**src/rtl/inst_fetch_pkg.sv**
```systemverilog
// Shared definitions for the fetch and decode/execute stages.
//   PC_W        - byte address width
//   INST_W      - instruction word width
//   PC_STEP_DEF - default byte increment between sequential fetches
//   fetch_state_e - fetch FSM state encoding
package inst_fetch_pkg;
  localparam int PC_W        = 8;
  localparam int INST_W      = 32;
  localparam int PC_STEP_DEF = 4;

  typedef enum logic [1:0] {
    IDLE = 2'd0,
    REQ  = 2'd1,
    WAIT = 2'd2,
    HOLD = 2'd3
  } fetch_state_e;
endpackage

```
**src/rtl/inst_fetch_pc_gen.sv**
```systemverilog
// pc_gen: program counter register with sequential increment (mod 2^PC_W)
// and word-aligned redirect load. Load has priority over advance.
//   clk, rst  - clock, synchronous active-high reset
//   advance   - step PC by PC_STEP
//   load      - replace PC with load_pc (low two bits forced to zero)
//   load_pc   - redirect target
//   pc        - current PC
//   pc_next   - value PC takes at the next edge (used to preload the fetch address)
module pc_gen
  import inst_fetch_pkg::*;
#(
  parameter logic [PC_W-1:0] RESET_PC = 8'h00,
  parameter int              PC_STEP  = PC_STEP_DEF
) (
  input  logic            clk,
  input  logic            rst,
  input  logic            advance,
  input  logic            load,
  input  logic [PC_W-1:0] load_pc,
  output logic [PC_W-1:0] pc,
  output logic [PC_W-1:0] pc_next
);
  localparam logic [PC_W-1:0] STEP       = PC_W'(PC_STEP);
  localparam logic [PC_W-1:0] ALIGN_MASK = ~PC_W'(3);

  logic [PC_W-1:0] pc_q, pc_d;

  always_comb begin
    pc_d = pc_q;
    if (load)         pc_d = load_pc & ALIGN_MASK;
    else if (advance) pc_d = pc_q + STEP; // natural wrap at 2^PC_W
  end

  always_ff @(posedge clk) begin
    if (rst) pc_q <= RESET_PC;
    else     pc_q <= pc_d;
  end

  assign pc      = pc_q;
  assign pc_next = rst ? RESET_PC : pc_d;
endmodule

```
**src/rtl/inst_fetch.sv**
```systemverilog
// inst_fetch: single-outstanding instruction fetch stage.
// Issues one memory request, waits for the response, holds the instruction
// in IR until decode accepts it, then fetches the next one. A redirect
// replaces PC at once; any request in flight at that moment is discarded.
//   clk, rst                  - clock, synchronous active-high reset
//   imem_req/imem_addr        - registered one-cycle fetch request
//   imem_rvalid/imem_rdata    - memory response
//   IR/ir_pc/ir_valid/ir_ready- instruction handoff to decode/execute
//   PC                        - address of the next fetch
//   redirect_valid/redirect_pc- branch target
module inst_fetch
  import inst_fetch_pkg::*;
#(
  parameter logic [PC_W-1:0] RESET_PC = 8'h00,
  parameter int              PC_STEP  = PC_STEP_DEF
) (
  input  logic              clk,
  input  logic              rst,
  output logic              imem_req,
  output logic [PC_W-1:0]   imem_addr,
  input  logic              imem_rvalid,
  input  logic [INST_W-1:0] imem_rdata,
  output logic [INST_W-1:0] IR,
  output logic [PC_W-1:0]   ir_pc,
  output logic              ir_valid,
  input  logic              ir_ready,
  output logic [PC_W-1:0]   PC,
  input  logic              redirect_valid,
  input  logic [PC_W-1:0]   redirect_pc
);
  fetch_state_e      state_q, state_d;
  logic              drop_q, drop_d;
  logic [INST_W-1:0] ir_q, ir_d;
  logic [PC_W-1:0]   ir_pc_q, ir_pc_d;
  logic              ir_valid_q, ir_valid_d;
  logic              imem_req_q, imem_req_d;
  logic [PC_W-1:0]   imem_addr_q, imem_addr_d;
  logic              advance, load;
  logic [PC_W-1:0]   pc, pc_next;

  pc_gen #(.RESET_PC(RESET_PC), .PC_STEP(PC_STEP)) u_pc_gen (
    .clk     (clk),
    .rst     (rst),
    .advance (advance),
    .load    (load),
    .load_pc (redirect_pc),
    .pc      (pc),
    .pc_next (pc_next)
  );

  always_comb begin
    state_d    = state_q;
    drop_d     = drop_q;
    ir_d       = ir_q;
    ir_pc_d    = ir_pc_q;
    ir_valid_d = ir_valid_q;
    advance    = 1'b0;
    // Redirect is not honoured before the first fetch has been scheduled.
    load       = redirect_valid && (state_q != IDLE);
    case (state_q)
      IDLE: state_d = REQ;
      REQ: begin
        // The request already on the bus goes out with the old address;
        // its response must be thrown away.
        state_d = WAIT;
        if (redirect_valid) drop_d = 1'b1;
      end
      WAIT: begin
        if (redirect_valid) begin
          if (imem_rvalid) begin
            state_d = REQ;
            drop_d  = 1'b0;
          end else begin
            drop_d  = 1'b1;
          end
        end else if (imem_rvalid) begin
          if (drop_q) begin
            state_d = REQ;
            drop_d  = 1'b0;
          end else begin
            ir_d       = imem_rdata;
            ir_pc_d    = pc;
            ir_valid_d = 1'b1;
            advance    = 1'b1;
            state_d    = HOLD;
          end
        end
      end
      HOLD: begin
        // A same-cycle ready still counts as consumed; redirect just
        // prevents the instruction from lingering.
        if (redirect_valid || (ir_valid_q && ir_ready)) begin
          ir_valid_d = 1'b0;
          state_d    = REQ;
        end
      end
      default: state_d = IDLE;
    endcase
    // Request is registered: preload it on the edge that enters REQ.
    imem_req_d  = (state_d == REQ);
    imem_addr_d = imem_req_d ? pc_next : '0;
  end

  always_ff @(posedge clk) begin
    if (rst) begin
      state_q     <= IDLE;
      drop_q      <= 1'b0;
      ir_q        <= '0;
      ir_pc_q     <= '0;
      ir_valid_q  <= 1'b0;
      imem_req_q  <= 1'b0;
      imem_addr_q <= '0;
    end else begin
      state_q     <= state_d;
      drop_q      <= drop_d;
      ir_q        <= ir_d;
      ir_pc_q     <= ir_pc_d;
      ir_valid_q  <= ir_valid_d;
      imem_req_q  <= imem_req_d;
      imem_addr_q <= imem_addr_d;
    end
  end

  assign imem_req  = imem_req_q;
  assign imem_addr = imem_addr_q;
  assign IR        = ir_q;
  assign ir_pc     = ir_pc_q;
  assign ir_valid  = ir_valid_q;
  assign PC        = pc;
endmodule

```
**config.mk**
```make
export PLATFORM = sky130hd
export DESIGN_NAME = inst_fetch
export DESIGN_NICKNAME = d
export VERILOG_FILES = /design/src/rtl/inst_fetch_pkg.sv /design/src/rtl/inst_fetch_pc_gen.sv /design/src/rtl/inst_fetch.sv
export SDC_FILE = /design/constraint.sdc
export NUM_CORES = 1
export LEC_CHECK = 0
export BUFFER_PORTS_ARGS = -buffer_cell sky130_fd_sc_hd__buf_2
export CORE_UTILIZATION = 46
export CTS_CLUSTER_DIAMETER = 40
export CTS_CLUSTER_SIZE = 20
export DETAILED_ROUTE_END_ITERATION = 12
export GPL_TIMING_DRIVEN = 0
export PLACE_DENSITY_LB_ADDON = 0.3
export SYNTH_ARGS = -nofsm -noshare
export SYNTH_HDL_FRONTEND = slang
export SYNTH_SLANG_ARGS = --single-unit
export TNS_END_PERCENT = 50
```
**constraint.sdc**
```tcl
create_clock -name clk -period 1.6 [get_ports clk]
set_input_delay 0.32 -clock clk [delete_from_list [all_inputs] [get_ports clk]]
set_output_delay 0.32 -clock clk [all_outputs]
set_load 0.01 [all_outputs]
```
==> parameters.txt, run 1 <==
Parameter                              Value

Logic synthesis
  Portion of the post-synthesis area used by sequential elements ... 55.14%
  Number of library cell types mapped by synthesis ... 28
  Cell area after synthesis ... 2215 um2
  Post-synthesis cell count ... 261
  Total number of yosys warnings ... 0
  Number of nets produced by synthesis ... 307
  Mean area per synthesized cell ... 8.485 um2
  Number of synthesized register bits ... 61

Pwr
  Leakage power figure ... 1.372 nW
  Part of the total power dissipated in the clock network ... 43.6%
  Sw Pwr ... 0.7931 mW
  Comb power frac ... 9.9%
  Overall power consumption ... 3.475 mW
  Sequential share of power ... 46.6%
  Pwr dens ... 1148 nW/um2
  Sw Share ... 22.82%
  Maximum ir drop on the vdd rail ... 0.0006928 V
  Internal Dissipation ... 2.682 mW

STA
  Clock Skews ... 0.005578 ns
  Post-Route Hold Slack ... 0.2202 ns
  Final Cycle Share ... 96.53%
  Max_slew headroom ... 62.39%
  Final total negative setup slack ... 0 ns
  Number of endpoints with negative hold slack in the final report ... 0
  Achievable frequency ... 0.6475 GHz
  Final setup fails ... 0
  Post-layout min period ... 1.544 ns
  Setup slack after layout ... 0.05551 ns
  Transition time at the pin with the least slew margin ... 0.5629 ns
  RSZ-0062 raised after global routing ... true
  Final max-slew violation count ... 0

Setup path
  Crit path kind ... reg -> reg
  R2r setup slk ... 0.06 ns
  CP Data Required Time ... 1.82 ns
  Maximum fanout along the worst path ... 9
  Nature of the critical path startpoint ... flop
  Launching point of the worst reg2reg path ... state_q[0]$_SDFF_PP0_
  Cells on worst reg2reg path ... 5
  Type of destination of the critical path ... flop
  Arrival time at the worst endpoint ... 1.77 ns
  Worst R2R End ... imem_addr[6]$_SDFF_PP0_

Final layout
  Layout Area Growth over Synthesis ... 36.72%
  Antenna Cells ... 0
  Most frequent cells in the layout ... 101 x sky130_fd_sc_hd__buf_2, 83 x sky130_fd_sc_hd__nand2_1, 61 x sky130_fd_sc_hd__dfxtp_1
  Most common cell after layout, fill and taps aside ... sky130_fd_sc_hd__buf_2
  Fin nets ... 417
  Fraction of layout cells with a size suffix above 1 ... 34.84%
  Final design utilization ... 67.22%
  Cell Count, Final, Fillers Out ... 428
  Cell area after layout ... 3028 um2

Floorplan
  Die H ... 71.39 um
  Ports ... 103
  Die width ... 71.39 um
  Starting utilization of the core area ... 49.17%
  Number of rows created at floorplan ... 24
  Die ar. ... 5096 um2
  Core Region ... 4504 um2

Clock tree
  Clock input transition at the sequential cells of the worst setup and hold paths ... 0.07 ns
  Clock tree from TritonCTS ... yes
  Clock root buffer master ... sky130_fd_sc_hd__clkbuf_8
  CTS Buffer Depth ... 2
  Clk Latency, worst-skew pair ... 0.33 ns
  H-tree levels ... 3
  Cts bufs inserted ... 9
  Sinks on the clock net ... 61

Placement
  Instance area at placement ... 2775 um2
  Buffers on Ports ... 99
  Half-perimeter wire length after placement ... 3870 um
  Final GP Congestion ... 0.7878
  Pre-CTS worst setup slack ... -0.06104 ns
  Inst Count DP ... 412

GRT
  Overall overflow remaining after global route ... 0
  Overall global routing resource usage ... 22.35%
  Number of antenna violations at the first check in global routing ... 0
  Maximum number of pins on one net before global-route repair ... 11
  Global-route wire length before repair ... 8659 um
  Via count of the first global-routing pass ... 1931

Detailed routing
  Iter 0 DRT Violations ... 94
  Post-detailed-route DRC marker count ... 10
  Number of iterations in the first detailed-routing pass ... 8
  Routed wire per std cell ... 12.72 um
  Total number of vias ... 2101
  WL final ... 5444 um
  Post-route ant nets ... 0
  Vias per inst ... 4.909

Hold path
  Worst Hold Depth ... 3
  Min-delay src ... imem_rdata[27]
  Hold Crit Endpoint ... IR[27]$_SDFFE_PP0P_
  Kind of path behind the tightest hold check ... in -> reg

Outcome
  Status ... finished with violations
  Violations in the final reports ... DRC

Run
  Max_cap viols ... 0
==> sequential cells by signal, indices dropped and copies added, names as in the netlist <==
| name | flops |
|---|---|
| ir_pc | 8 |
| u_pc_gen.pc | 8 |
| imem_req | 1 |
| ir_valid | 1 |
| drop_q | 1 |
| state_q | 2 |
| imem_addr | 8 |
| IR | 32 |
==> Yosys cell counts (all sizes together) <==
library cell / instances / share of area [%]
a2111oi: 1 / 0.68
a211oi: 8 / 2.7
a21oi: 44 / 9.9
a311oi: 1 / 0.40
a31o: 2 / 0.79
and2: 5 / 1.4
and4b: 1 / 0.45
and4bb: 1 / 0.56
buf: 8 / 2.0
clkbuf: 10 / 1.7
dfxtp: 61 / 55
ha: 1 / 0.56
inv: 3 / 0.51
mux2i: 2 / 0.90
nand2: 83 / 14
nand4: 2 / 0.56
nor2: 11 / 1.9
nor2b: 2 / 0.56
nor3: 6 / 1.4
nor4b: 1 / 1.1
o21a: 1 / 0.34
o21ai: 2 / 0.45
o21bai: 1 / 0.34
o31a: 1 / 0.40
xnor2: 1 / 0.40
xor2: 2 / 0.79
==> cell families (layout without fill, tap and decap cells) <==
logic type,Yosys count,count (layout),share of synthesized area [%]
AO/OA/AOI/OAI,61,61,16.05
XOR/XNOR,3,3,1.187
adder cells (fa/ha/maj),1,1,0.5649
buffers and inverters,21,136,4.237
flip-flops,61,61,55.14
multiplexers,2,2,0.9040
AND/OR/NAND/NOR,112,112,21.92
==> final cells by class <==
| cell class | count | area (um2) |
|---|---|---|
| fill | 397 | 1476 |
| multi-input combinational | 179 | 907.1 |
| clock inverter | 4 | 70.07 |
| tap | 52 | 65.06 |
| timing repair buffer | 99 | 495.5 |
| inverter | 3 | 11.26 |
| clock buffer | 12 | 155.1 |
| sequential | 61 | 1221 |
| buffer | 18 | 102.6 |
==> power by group through the flow <==
stage	combinational (mW)	sequential, mW	clock, mW
final	0.343	1.62	1.51
after global routing	0.381	1.62	1.62
after CTS	0.338	1.62	1.56
after detailed placement	0.334	1.65	0
after global placement	0.329	1.65	0
after floorplan	0.169	1.67	0
==> worst max path at each step <==
stage | start | slack (ns) | to | cells past startpoint
6_report | state_q[0]$_SDFF_PP0_ | 0.06 | imem_addr[6]$_SDFF_PP0_ | 5
4_1_cts | state_q[0]$_SDFF_PP0_ | 0.00004 | ir_pc[0]$_SDFFE_PP0P_ | 7
2_1_floorplan | state_q[0]$_SDFF_PP0_ | 0.18 | imem_addr[6]$_SDFF_PP0_ | 5
3_3_place_gp | redirect_valid | -0.008 | IR[10]$_SDFFE_PP0P_ | 7
5_1_grt | state_q[0]$_SDFF_PP0_ | -0.03 | IR[7]$_SDFFE_PP0P_ | 7
3_5_place_dp | redirect_valid | -0.06 | IR[7]$_SDFFE_PP0P_ | 7
==> routing by layer <==
layer,vias up,GRT usage [%],part of all wire (%),wire (um)
li1,1090,-,-,-
met2,78,36.19,46,2523
met5,-,0,0,0
met1,925,26.91,45,2423
met3,8,7.876,7.9,429
met4,0,9.778,1.2,66
==> repair_timing <==
| action | CTS | global route |
|---|---|---|
| setup buffers | 0 | 0 |
| endpoints found under the setup margin | 2 | 42 |
| gates cloned | 0 | 0 |
| resized for setup | 3 | 10 |
| hold buffers | 0 | 0 |
| hold endpoints to repair | 0 | 0 |
==> critical path, cell delays in order, from the launching register on <==
cell and delay [ns]:
sky130_fd_sc_hd__dfxtp_1 0.30, sky130_fd_sc_hd__buf_4 0.16, sky130_fd_sc_hd__nor4b_4 0.27, sky130_fd_sc_hd__nand4_1 0.16, sky130_fd_sc_hd__xor2_1 0.19, sky130_fd_sc_hd__a2111oi_2 0.36
(Power assumes the default switching activity.)
==> inputs of run 2 (changes only) <==
- CORE_UTILIZATION: 46 -> 48
- CTS_BUF_LIST: default -> sky130_fd_sc_hd__clkbuf_4 sky130_fd_sc_hd__clkbuf_8
- HOLD_SLACK_MARGIN: default -> 0.06
==> parameters.txt, run 2 (synthesized netlist as in run 1, its figures left out) <==
Parameter                              Value

GRT
  Overall overflow remaining after global route ... 0 (unchanged)
  Maximum number of pins on one net before global-route repair ... 11 (unchanged)
  Global-route wire length before repair ... 8521 um (was 8659 um)
  Via count of the first global-routing pass ... 1882 (was 1931)
  Overall global routing resource usage ... 22.47% (was 22.35%)
  Number of antenna violations at the first check in global routing ... 0 (unchanged)

Final layout
  Fin nets ... 419 (was 417)
  Multi-input combinational cell area ... 914.6 um2 (was 907.1 um2)
  Fraction of layout cells with a size suffix above 1 ... 35.37% (was 34.84%)
  Most common cell after layout, fill and taps aside ... sky130_fd_sc_hd__buf_2 (unchanged)
  Number of flip-flops in the largest register ... 32 (unchanged)
  Area taken by flip-flops and latches ... 1221 um2 (unchanged)
  Number of fill cells ... 373 (was 397)
  Cell area after layout ... 3009 um2 (was 3028 um2)
  Most frequent cells in the layout ... 101 x sky130_fd_sc_hd__buf_2, 83 x sky130_fd_sc_hd__nand2_1, 61 x sky130_fd_sc_hd__dfxtp_1 (unchanged)
  Layout Area Growth over Synthesis ... 35.88% (was 36.72%)
  Antenna Cells ... 0 (unchanged)

Setup path
  Cells on worst reg2reg path ... 5 (unchanged)
  CP Data Required Time ... 1.82 ns (about the same)
  Maximum fanout along the worst path ... 4 (was 9)
  Arrival time at the worst endpoint ... 1.82 ns (was 1.77 ns)
  Nature of the critical path startpoint ... flop (unchanged)
  Crit path kind ... reg -> reg (unchanged)
  Launching point of the worst reg2reg path ... state_q[0]$_SDFF_PP0_ (unchanged)
  Type of destination of the critical path ... flop (unchanged)
  Critical Path Start ... state_q[0]$_SDFF_PP0_ (unchanged)

Floorplan
  Core Region ... 4384 um2 (was 4504 um2)
  Starting utilization of the core area ... 50.51% (was 49.17%)
  Die width ... 69.93 um (was 71.39 um)
  Number of rows created at floorplan ... 24 (unchanged)
  Die ar. ... 4890 um2 (was 5096 um2)
  Die H ... 69.93 um (was 71.39 um)
  Ports ... 103 (unchanged)

Clock tree
  Clock input transition at the sequential cells of the worst setup and hold paths ... 0.06 ns (was 0.07 ns)
  CTS Buffer Depth ... 2 (unchanged)
  H-tree levels ... 3 (unchanged)
  Clock root buffer master ... sky130_fd_sc_hd__clkbuf_8 (unchanged)
  Cts bufs inserted ... 9 (unchanged)
  Sinks on the clock net ... 61 (unchanged)
  Clock tree from TritonCTS ... yes (unchanged)
  Clk Latency, worst-skew pair ... 0.33 ns (about the same)

Hold path
  Min-delay src ... imem_rdata[18] (was imem_rdata[27])
  Kind of path behind the tightest hold check ... in -> reg (unchanged)
  Worst Hold Depth ... 3 (unchanged)

STA
  Transition time at the pin with the least slew margin ... 0.5163 ns (was 0.5629 ns)
  Max_slew headroom ... 65.51% (was 62.39%)
  Final total negative setup slack ... 0 ns (unchanged)
  RSZ-0062 raised after global routing ... true (unchanged)
  Clock Skews ... 0.005319 ns (was 0.005578 ns)
  Final Cycle Share ... 99.96% (was 96.53%)
  Final setup fails ... 0 (unchanged)
  Number of endpoints with negative hold slack in the final report ... 0 (unchanged)
  Achievable frequency ... 0.6252 GHz (was 0.6475 GHz)
  Final max-slew violation count ... 0 (unchanged)
  Post-layout min period ... 1.599 ns (was 1.544 ns)

Pwr
  Maximum ir drop on the vdd rail ... 0.0005762 V (was 0.0006928 V)
  Pwr dens ... 1055 nW/um2 (was 1148 nW/um2)
  Leakage power figure ... 1.362 nW (was 1.372 nW)

Placement
  Buffers on Ports ... 99 (unchanged)
  Half-perimeter wire length after placement ... 3696 um (was 3870 um)
  Final GP Congestion ... 0.7497 (was 0.7878)
  Instance area at placement ... 2775 um2 (unchanged)

Detailed routing
  Post-detailed-route DRC marker count ... 0 (was 10)
  Post-route ant nets ... 0 (unchanged)
  Routed wire per std cell ... 12.44 um (was 12.72 um)
  Total number of vias ... 2120 (was 2101)
  Number of iterations in the first detailed-routing pass ... 4 (was 8)
  WL final ... 5324 um (was 5444 um)
  Vias per inst ... 4.953 (was 4.909)
  Iter 0 DRT Violations ... 120 (was 94)

Run
  Max_cap viols ... 0 (unchanged)

Outcome
  Status ... finished clean (was finished with violations)
[run 2: changes by cell type in the layout (fill, tap and decap cells not counted)]
cell,before,now
sky130_fd_sc_hd__buf_4,4,2
sky130_fd_sc_hd__buf_6,2,6
sky130_fd_sc_hd__bufinv_16,2,0
sky130_fd_sc_hd__clkbuf_1,9,8
sky130_fd_sc_hd__clkbuf_4,0,1
sky130_fd_sc_hd__xor2_1,2,1
sky130_fd_sc_hd__xor2_2,0,1
[run 2: stage by stage]
stage | total power [mW] | worst slack [ns] | cells | utilization [%] | hold WS [ns]
after floorplan | 1.835 | 0.1832 | 261 | - | 0.4522
after CTS | 3.176 | -0.005658 | 426 | 67.15 | 0.2028
final | 3.174 | 0.0005913 | 428 | 68.64 | 0.2167
after global placement | 1.977 | -0.002373 | 412 | 63.30 | 0.4379
after global routing | 3.289 | -0.06719 | 428 | 68.64 | 0.2198
after detailed placement | 1.982 | -0.05567 | 412 | 63.30 | 0.4435
[run 2: repair_timing]
item,CTS,global route
buffers inserted,0,2
endpoints found under the setup margin,1,43
hold buffers,0,0
resized for setup,0,21
pin swaps,0,3
[run 2: worst paths after layout]
kind	endpoint	slack [ns]
worst max register to register	imem_addr[6]$_SDFF_PP0_	0.0006
worst min register to register	IR[11]$_SDFFE_PP0P_	0.45
worst max-delay path	imem_addr[6]$_SDFF_PP0_	0.0006
worst min-delay path	IR[18]$_SDFFE_PP0P_	0.22
[run 2: where the power goes]
group	switching [mW]	internal (mW)
logic	0.198	0.159
clock network	0.557	0.641
registers	0.0433	1.58
[run 2: final cells by class]
| type | count | area share, % |
|---|---|---|
| inverters | 3 | 0.3742 |
| flip-flops and latches | 61 | 40.58 |
| plain buffers | 18 | 3.909 |
| clock buffers | 12 | 5.281 |
| well taps | 52 | 2.162 |
| clock inverters | 2 | 0.3326 |
| multi-input cells | 179 | 30.39 |
| repair buffers | 101 | 16.96 |
[run 2: critical path, cell delays in order, from the launching register on]
cell                        delay [ns]
sky130_fd_sc_hd__dfxtp_1          0.30
sky130_fd_sc_hd__buf_6            0.12
sky130_fd_sc_hd__nor4b_4          0.32
sky130_fd_sc_hd__nand4_1          0.20
sky130_fd_sc_hd__xor2_2           0.20
sky130_fd_sc_hd__a2111oi_2        0.33
[run 2: routing by layer]
layer | up-vias | GRT usage (%) | wire length [um] | part of all wire [%]
met5 | - | 0 | 0 | 0
met4 | 0 | 11.78 | 102 | 1.9
met3 | 9 | 7.792 | 375 | 7.0
met2 | 77 | 33.33 | 2405 | 45
met1 | 945 | 28.78 | 2440 | 46
li1 | 1089 | - | - | -
==> inputs of run 3 (changes only) <==
- ABC_AREA: default -> 1
- REMOVE_ABC_BUFFERS: default -> 1
==> parameters.txt, run 3 <==
Parameter                              Value

Placement
  Half-perimeter wire length after placement ... 3157 um (was 3696 um)
  Final GP Congestion ... 0.7801 (was 0.7497)
  Pre-CTS worst setup slack ... -0.7811 ns (was -0.05567 ns)
  Inst Count DP ... 421 (was 412)
  Buffers on Ports ... 100 (was 99)

Final layout
  Fin nets ... 433 (was 419)
  Cell Count, Final, Fillers Out ... 444 (was 428)
  Fraction of layout cells with a size suffix above 1 ... 34.44% (was 35.37%)
  Most common cell after layout, fill and taps aside ... sky130_fd_sc_hd__buf_2 (unchanged)
  Layout Area Growth over Synthesis ... 36.27% (was 35.88%)
  Antenna Cells ... 0 (unchanged)
  Most frequent cells in the layout ... 100 x sky130_fd_sc_hd__buf_2, 85 x sky130_fd_sc_hd__nor2_1, 61 x sky130_fd_sc_hd__dfxtp_1 (was 101 x sky130_fd_sc_hd__buf_2, 83 x sky130_fd_sc_hd__nand2_1, 61 x sky130_fd_sc_hd__dfxtp_1)
  Number of flip-flops in the largest register ... 32 (unchanged)

Detailed routing
  WL final ... 5503 um (was 5324 um)
  Routed wire per std cell ... 12.39 um (was 12.44 um)
  Vias per inst ... 4.863 (was 4.953)
  Total number of vias ... 2159 (was 2120)
  Post-route ant nets ... 0 (unchanged)
  Number of iterations in the first detailed-routing pass ... 4 (unchanged)
  Iter 0 DRT Violations ... 98 (was 120)
  Post-detailed-route DRC marker count ... 0 (unchanged)

Pwr
  Maximum ir drop on the vdd rail ... 0.0008342 V (was 0.0005762 V)
  Pwr dens ... 1152 nW/um2 (was 1055 nW/um2)
  Leakage power figure ... 1.489 nW (was 1.362 nW)

Setup path
  Delay-heaviest family, CP ... simple AND/OR/NAND/NOR gates (unchanged)
  Arrival time at the worst endpoint ... 1.70 ns (was 1.82 ns)
  CP Cell Sequence ... inv_2, nor2_4, nand3_4, buf_6, nand2_1, nand3_1, o21ai_1, nor2_1 (was buf_6, nor4b_4, nand4_1, xor2_2, a2111oi_2)
  Largest incremental delay on the critical path ... 0.36 ns (was 0.33 ns)
  Type of destination of the critical path ... flop (unchanged)
  R2r setup slk ... 0.12 ns (was 0.0006 ns)
  Buffers & Inverters on Critical Path ... 2 (was 1)
  CP Data Required Time ... 1.82 ns (about the same)
  Maximum fanout along the worst path ... 6 (was 4)
  Crit path kind ... reg -> reg (unchanged)
  Critical path's slowest cell ... sky130_fd_sc_hd__dfxtp_1 (was sky130_fd_sc_hd__a2111oi_2)
  Nature of the critical path startpoint ... flop (unchanged)

Floorplan
  Ports ... 103 (unchanged)
  Starting utilization of the core area ... 50.57% (was 50.51%)
  Die H ... 70.20 um (was 69.93 um)
  Core Region ... 4414 um2 (was 4384 um2)
  Number of rows created at floorplan ... 24 (unchanged)
  Die ar. ... 4927 um2 (was 4890 um2)
  Die width ... 70.20 um (was 69.93 um)

GRT
  Number of antenna violations at the first check in global routing ... 0 (unchanged)
  Overall overflow remaining after global route ... 0 (unchanged)
  Overall global routing resource usage ... 23.07% (was 22.47%)
  Maximum number of pins on one net before global-route repair ... 51 (was 11)
  Global-route wire length before repair ... 8956 um (was 8521 um)
  Via count of the first global-routing pass ... 2041 (was 1882)

Outcome
  Status ... finished clean (unchanged)

Logic synthesis
  Asr flop ratio synth ... 0% (unchanged)
  Number of synthesized flops with an enable pin ... 0 (unchanged)
  Largest area contributor in the netlist ... sky130_fd_sc_hd__dfxtp_1 (unchanged)
  Cell with the most instances after synthesis ... sky130_fd_sc_hd__nor2_1 (was sky130_fd_sc_hd__nand2_1)
  Top area cells in the synthesized netlist ... sky130_fd_sc_hd__dfxtp_1 55%, sky130_fd_sc_hd__nor2_1 15%, sky130_fd_sc_hd__o21ai_0 9.2% (was sky130_fd_sc_hd__dfxtp_1 55%, sky130_fd_sc_hd__nand2_1 14%, sky130_fd_sc_hd__a21oi_1 9.9%)
  Mean area per synthesized cell ... 7.860 um2 (was 8.485 um2)
  Cell types with the highest counts after synthesis ... 87 x sky130_fd_sc_hd__nor2_1, 61 x sky130_fd_sc_hd__dfxtp_1, 41 x sky130_fd_sc_hd__o21ai_0, 30 x sky130_fd_sc_hd__nand2_1, 14 x sky130_fd_sc_hd__inv_1 (was 83 x sky130_fd_sc_hd__nand2_1, 61 x sky130_fd_sc_hd__dfxtp_1, 44 x sky130_fd_sc_hd__a21oi_1, 11 x sky130_fd_sc_hd__nor2_1, 10 x sky130_fd_sc_hd__clkbuf_1)
  Prevailing post-synth register cell ... sky130_fd_sc_hd__dfxtp_1 (unchanged)
  Yosys top cell area share ... 54.71% (was 55.14%)
  Cell area after synthesis ... 2232 um2 (was 2215 um2)
  Number of library cell types mapped by synthesis ... 22 (was 28)
  Post-synthesis cell count ... 284 (was 261)
  Total number of yosys warnings ... 0 (unchanged)
  Number of synthesized register bits ... 61 (unchanged)
  Portion of the post-synthesis area used by sequential elements ... 54.71% (was 55.14%)

Clock tree
  Clock tree from TritonCTS ... yes (unchanged)
  Clock input transition at the sequential cells of the worst setup and hold paths ... 0.07 ns (was 0.06 ns)
  H-tree levels ... 3 (unchanged)
  CTS Buffer Depth ... 2 (unchanged)
  Sinks on the clock net ... 61 (unchanged)
  Clk Latency, worst-skew pair ... 0.33 ns (about the same)
  Hold buffers post-CTS ... 0 (unchanged)
  Clock root buffer master ... sky130_fd_sc_hd__clkbuf_8 (unchanged)
  Cts bufs inserted ... 9 (unchanged)

STA
  Max_slew headroom ... 52.08% (was 65.51%)
  Final total negative setup slack ... 0 ns (unchanged)
  Number of endpoints with negative hold slack in the final report ... 0 (unchanged)
  Transition time at the pin with the least slew margin ... 0.7148 ns (was 0.5163 ns)
  Post-layout min period ... 1.479 ns (was 1.599 ns)
  Final setup fails ... 0 (unchanged)
  RSZ-0062 raised after global routing ... true (unchanged)
  Setup slack after layout ... 0.1211 ns (was 0.0005913 ns)
  Final Cycle Share ... 92.43% (was 99.96%)
  Clock Skews ... 0.006359 ns (was 0.005319 ns)
  Final max-slew violation count ... 0 (unchanged)
  Achievable frequency ... 0.6762 GHz (was 0.6252 GHz)

Run
  Max_cap viols ... 0 (unchanged)

Hold path
  Kind of path behind the tightest hold check ... in -> reg (unchanged)
-- run 3: layout make-up --
| cell class | instances | area [um2] |
|---|---|---|
| clock inverter | 4 | 45.04 |
| timing repair buffer | 103 | 526.8 |
| clock buffer | 12 | 165.2 |
| multi-input combinational | 194 | 912.1 |
| inverter | 16 | 90.09 |
| tap | 52 | 65.06 |
| fill | 388 | 1373 |
| sequential | 61 | 1221 |
| timing repair inverter | 2 | 16.27 |
-- run 3: path summary, 6_finish.rpt --
check / startpoint / endpoint / cells after the start
worst max-delay path: state_q[1]$_SDFF_PP0_ / u_pc_gen.pc[3]$_SDFF_PP0_ / 8
worst min-delay path: imem_rdata[24] / IR[24]$_SDFFE_PP0P_ / 3
worst max register to register: state_q[1]$_SDFF_PP0_ / u_pc_gen.pc[3]$_SDFF_PP0_ / 8
worst min register to register: ir_pc[4]$_SDFFE_PP0P_ / ir_pc[4]$_SDFFE_PP0P_ / 2
-- run 3: logic make-up after synthesis --
family                     Yosys count  share of synthesized area, %
buffers and inverters               31                         6.502
and+or+nand+nor                    137                         25.50
DFF                                 61                         54.71
xor gates and xnor gates             2                        0.7849
adders and majority gates            1                        0.5604
AOI/OAI and AO/OA                   52                         11.94
-- run 3: report_power, final --
group	total (mW)	switching (mW)	internal, mW	leakage, nW
sequential	1.65	0.0527	1.60	0.495
clock	1.42	0.578	0.838	0.112
combinational	0.436	0.259	0.177	0.881
total	3.50	0.890	2.61	1.49
-- run 3: timing repair --
action	in CTS	in global routing
endpoints found under the setup margin	57	26
buffers inserted	0	3
cloned	2	2
resized for setup	6	8
pin swaps	1	1
-- run 3: stage by stage --
stage,hold WS (ns),util [%],instance area [um2],power (mW)
final,0.2370,68.91,3042,3.504
after global routing,0.2531,68.91,3042,3.636
after CTS,0.2259,67.09,2962,3.504
after detailed placement,0.4589,61.45,2713,2.084
after global placement,0.4534,61.45,2713,2.075
after floorplan,0.3891,-,2147,1.912
-- run 3: layer usage --
| metal | vias up | GRT usage, % | routed length (um) | part of all wire [%] |
|---|---|---|---|---|
| met5 | - | 0 | 0 | 0 |
| met4 | 0 | 10.67 | 87 | 1.6 |
| met3 | 11 | 5.483 | 320 | 5.8 |
| met2 | 82 | 39.74 | 2477 | 45 |
| met1 | 947 | 26.98 | 2618 | 48 |
| li1 | 1119 | - | - | - |
-- run 3: tightest hold or removal path, cell delays in order --
cell and delay, ns:
sky130_fd_sc_hd__buf_2 0.07, sky130_fd_sc_hd__o21ai_0 0.07, sky130_fd_sc_hd__nor2_1 0.08
